### config.mk
export PLATFORM = sky130hd
export DESIGN_NAME = mem_wb_stage
export DESIGN_NICKNAME = d
export VERILOG_FILES = /design/src/rtl/mem_wb_stage.sv
export SDC_FILE = /design/constraint.sdc
export NUM_CORES = 1
export LEC_CHECK = 0
export BUFFER_PORTS_ARGS = -buffer_cell sky130_fd_sc_hd__buf_4
export CAP_MARGIN = 20
export CORE_MARGIN = 5
export CORE_UTILIZATION = 46
export CTS_CLUSTER_SIZE = 10
export DETAILED_ROUTE_END_ITERATION = 16
export PLACE_DENSITY = 0.9
export SKIP_CTS_REPAIR_TIMING = 1
export SLEW_MARGIN = 20
export SYNTH_ARGS = -nofsm -noshare
export SYNTH_HDL_FRONTEND = slang
export SYNTH_SLANG_ARGS = --single-unit
### constraint.sdc
create_clock -name clk -period 2 [get_ports clk]
set_clock_uncertainty 0.05 [all_clocks]
set_input_delay 0.3 -clock clk [delete_from_list [all_inputs] [get_ports clk]]
set_output_delay 0.3 -clock clk [all_outputs]
set_load 0.01 [all_outputs]
### src/rtl/mem_wb_stage.sv
// Memory-access stage plus MEM/WB pipeline register with a req/ack data-memory port.
// Optional access timeout enabled by defining MEM_TIMEOUT_EN.
module mem_wb_stage #(
    parameter int         TIMEOUT_CYCLES = 64,
    parameter logic [1:0] LOAD_SRC       = 2'b01
) (
    input  logic        clk,
    input  logic        rst,
    input  logic        Regfile_weM,
    input  logic        DataMem_weM,
    input  logic [4:0]  writeRegAddrM,
    input  logic [1:0]  regSrc_muxM,
    input  logic [31:0] aluOutM,
    input  logic [31:0] writeDataM,
    input  logic [31:0] jal_targetM,
    input  logic [31:0] pcM,
    output logic        dmem_req,
    output logic        dmem_we,
    output logic [31:0] dmem_addr,
    output logic [31:0] dmem_wdata,
    input  logic [31:0] dmem_rdata,
    input  logic        dmem_ack,
    output logic        stallM,
    output logic        Regfile_weW,
    output logic [4:0]  writeRegAddrW,
    output logic [31:0] writeBackDataW,
    output logic [31:0] pcW,
    output logic        misalign_errW,
    output logic        timeout_errW
);

    typedef enum logic {IDLE, ACCESS} state_t;

    state_t state, state_nxt;
    logic   memop, misaligned, issue, ack_hit, timeout_hit;

    assign memop      = DataMem_weM | (regSrc_muxM == LOAD_SRC);
    assign misaligned = memop & (aluOutM[1:0] != 2'b00);
    assign issue      = (state == IDLE) & memop & !misaligned;
    assign ack_hit    = (state == ACCESS) & dmem_ack;

`ifdef MEM_TIMEOUT_EN
    localparam int CW = $clog2(TIMEOUT_CYCLES) + 1;
    logic [CW-1:0] tmo_cnt;

    // Ack in the same cycle as the last allowed wait cycle takes priority.
    assign timeout_hit = (state == ACCESS) & !dmem_ack & (tmo_cnt == CW'(TIMEOUT_CYCLES - 1));

    always_ff @(posedge clk or negedge rst) begin
        if (!rst) begin
            tmo_cnt      <= '0;
            timeout_errW <= 1'b0;
        end else begin
            timeout_errW <= timeout_hit;
            if (issue)
                tmo_cnt <= '0;
            else if ((state == ACCESS) & !dmem_ack)
                tmo_cnt <= tmo_cnt + 1'b1;
        end
    end
`else
    assign timeout_hit  = 1'b0;
    assign timeout_errW = 1'b0;
`endif

    always_comb begin
        state_nxt = state;
        case (state)
            IDLE:    if (issue) state_nxt = ACCESS;
            ACCESS:  if (ack_hit | timeout_hit) state_nxt = IDLE;
            default: state_nxt = IDLE;
        endcase
    end

    always_ff @(posedge clk or negedge rst) begin
        if (!rst) state <= IDLE;
        else      state <= state_nxt;
    end

    // Reset gates the stall so upstream is released the moment reset asserts.
    assign stallM   = rst & (issue | ((state == ACCESS) & !dmem_ack & !timeout_hit));
    assign dmem_req = (state == ACCESS);

    always_ff @(posedge clk or negedge rst) begin
        if (!rst) begin
            dmem_we    <= 1'b0;
            dmem_addr  <= '0;
            dmem_wdata <= '0;
        end else if (issue) begin
            dmem_we    <= DataMem_weM;
            dmem_addr  <= aluOutM;
            dmem_wdata <= writeDataM;
        end
    end

    always_ff @(posedge clk or negedge rst) begin
        if (!rst) begin
            Regfile_weW    <= 1'b0;
            writeRegAddrW  <= '0;
            writeBackDataW <= '0;
            pcW            <= '0;
            misalign_errW  <= 1'b0;
        end else begin
            Regfile_weW   <= 1'b0;
            misalign_errW <= 1'b0;
            if (state == ACCESS) begin
                if (ack_hit) begin
                    // Stores never write the register file, even if Regfile_weM is set.
                    Regfile_weW   <= Regfile_weM & !dmem_we;
                    writeRegAddrW <= writeRegAddrM;
                    pcW           <= pcM;
                    if (!dmem_we) writeBackDataW <= dmem_rdata;
                end else if (timeout_hit) begin
                    writeBackDataW <= '0;
                end
            end else if (misaligned) begin
                misalign_errW <= 1'b1;
            end else if (!memop) begin
                Regfile_weW    <= Regfile_weM;
                writeRegAddrW  <= writeRegAddrM;
                pcW            <= pcM;
                writeBackDataW <= (regSrc_muxM == 2'b10) ? jal_targetM : aluOutM;
            end
        end
    end

endmodule
==> results by group <==
Floorplanning
  • IO Count: 311
  • Die Ht: 127 µm
  • Core ar.: 0.0137 mm²
  • DIE AREA: 0.0162 mm²
  • Row count: 43
  • Die width: 127 µm
  • Initial Util: 46.2%

Power
  • Peak supply drop: 0.800 mV
  • Total power draw: 10.2 mW
  • Power density cells: 1080 mW/mm²
  • Leak: 4.77 nW

Route
  • Detailed Route Iter0 Violations: 255
  • Post-route DRC: 0
  • Via count: 4944
  • First drt pass iteration count: 4
  • WL final: 18900 µm
  • Post-DRT Antenna Nets: 0
  • Via density: 5.21
  • Routed wire per std cell: 19.9 µm

Clock network
  • Total CTS buffers: 17
  • H-tree depth: 4
  • Clock latency on the worst-skew pair: 0.40 ns
  • Bufs on Longest Clock Path: 2
  • Total clock sinks: 137
  • TritonCTS clock tree: built
  • Worst-path clk slew: 0.05 ns
  • Root Driver: clkbuf_16

Logic synthesis
  • Main area contributors after synthesis: dfrtp_1 (54%), mux2_4 (13%), mux2_2 (7.8%)
  • Syn Std Cell Area: 0.00634 mm²
  • Mean Syn Cell Area: 14.1 µm²
  • Netlist cell types: 26
  • Number of synthesized flops with an enable pin: 0
  • Share of synthesized registers carrying an async set or reset: 100%
  • Syn Inst Count: 449
  • Seq/Total Area, Yosys: 54.0%
  • Net Count, Synth: 621
  • Ys flop type: dfrtp_1
  • Synth Register Bits: 137
  • Synth top area share: 54.0%
  • Yosys warning count: 0
  • Synth area leader: dfrtp_1

Place
  • Placed Cells incl. Taps: 917
  • RePlAce Congestion: 0.916
  • Final HPWL DP: 14100 µm
  • PortBufs: 309

Critical path
  • CP Launch Type: register
  • WP data arrival: 1.51 ns
  • FF-to-FF End: writeBackDataW[3]
  • Critical Path RT: 1.65 ns
  • Critical path type: reg2out
  • Crit end category: output pin
  • R2R depth: 4
  • Critical R2R Launch: dmem_req
  • CP Max Fanout: 16
  • R2R Setup Slk: 0.17 ns

Global route
  • Largest net degree at the start of global routing: 68
  • Global Route Usage Sum: 22.8%
  • Grt ovf: 0
  • Global-route wire length before repair: 28800 µm
  • Initial antenna violation count: 0
  • Vias in the first global route: 5464

Hold path
  • Hold WC Path Type: in2reg
  • Worst Hold Depth: 2
  • Hold_sp: Regfile_weM
  • Worst Hold End: Regfile_weW

Final layout
  • # diodes: 0
  • Share of cells above drive strength 1: 59.8%
  • Fin util: 69.1%
  • Number of cells in the finished layout apart from fillers: 949
  • NumNets Final: 929
  • Commonest non-fill, non-tap cell in the layout: buf_4
  • Most frequent cells in the layout: buf_4 (318), dfrtp_1 (136), mux2_4 (55)
  • Synthesis-to-finish area growth: 49.3%
  • Filler Cells Inserted: 952

STA
  • Setup TNS: 0 ns
  • Hold Violations, Final: 0
  • Max_slew headroom: 57.5%
  • RSZ-0062 raised after global routing: no
  • Period Utilization, post-route: 93.2%
  • Actual slew at the worst max-slew pin: 0.637 ns
  • WHS: 0.0614 ns
  • Fmax: 0.537 GHz
  • Max-slew violation count: 0
  • Minimum clock period: 1.86 ns
  • Setup violators final: 0

Status
  • Status: finished clean

Run
  • Maxcap violations: 0
[worst max-delay path, stage by stage, from the launching register on]
cell      delay, ns
dfrtp_4        0.57
inv_2          0.12
o211ai_4       0.11
a21boi_2       0.17
buf_4          0.14
[power by group]
| group | leakage [nW] | switching (mW) | internal [mW] |
|---|---|---|---|
| logic | 2.85 | 1.29 | 1.82 |
| registers | 1.62 | 0.422 | 3.45 |
| clock network | 0.294 | 1.16 | 2.05 |
| total | 4.77 | 2.88 | 7.32 |
[worst max path at each step]
stage	start	slack, ns	cells after the start	to
CTS	dmem_req	-0.06	4	stallM
detailed placement	regSrc_muxM[0]	0.18	6	writeBackDataW[7]
finish	dmem_req	0.14	4	stallM
global route	dmem_req	0.04	4	writeBackDataW[3]
global placement	aluOutM[1]	0.18	5	stallM
floorplan	dmem_req	0.36	5	pcW[10]
[registers in the layout, summed over array words and instances (netlist names)]
register,count
writeRegAddrW,5
Regfile_weW,1
dmem_req,1
misalign_errW,1
writeBackDataW,32
dmem_we,1
dmem_addr,32
pcW,32
dmem_wdata,32
[per-stage QoR]
| stage | setup slack (ns) | instance area, µm² |
|---|---|---|
| 6_report | 0.137 | 9470 |
| 5_1_grt | 0.0422 | 9470 |
| 4_1_cts | -0.0594 | 9460 |
| 3_5_place_dp | 0.180 | 8850 |
| 3_3_place_gp | 0.181 | 8850 |
| 2_1_floorplan | 0.361 | 6340 |
[Yosys cell counts, types with 3 or more instances]
master	n
nor2b_1	32
inv_1	33
mux2_4	55
nor4bb_1	32
buf_1	3
dfrtp_1	137
buf_6	8
clkbuf_1	15
mux2_2	44
and2_1	3
a221oi_1	32
mux2i_1	32
buf_2	5
buf_4	4
[cell families after synthesis]
kind of cell,count (synthesis),share of synthesized area (%)
flip-flops,137,54.0
multiplexers,131,25.9
AND/OR/NAND/NOR,74,9.17
buffers and inverters,68,5.31
AO/OA/AOI/OAI,38,5.54
other,1,0.0591
[per-layer routing]
layer | vias up | wire, µm | track usage (%)
met1 | 2423 | 6860 | 25.2
met4 | 0 | 719 | 11.7
met3 | 55 | 1490 | 7.32
li1 | 2232 | - | -
met2 | 234 | 9830 | 39.5
met5 | - | 0 | 0
[cell type report]
cell class | instances | area (µm²) | area share, %
sequential | 137 | 3430 | 36.2
clock buffer | 20 | 467 | 4.93
multi-input combinational | 244 | 2590 | 27.4
tap | 180 | 225 | 2.38
timing repair buffer | 324 | 2490 | 26.3
inverter | 33 | 124 | 1.31
clock inverter | 11 | 145 | 1.53
(Power assumes the default switching activity.)
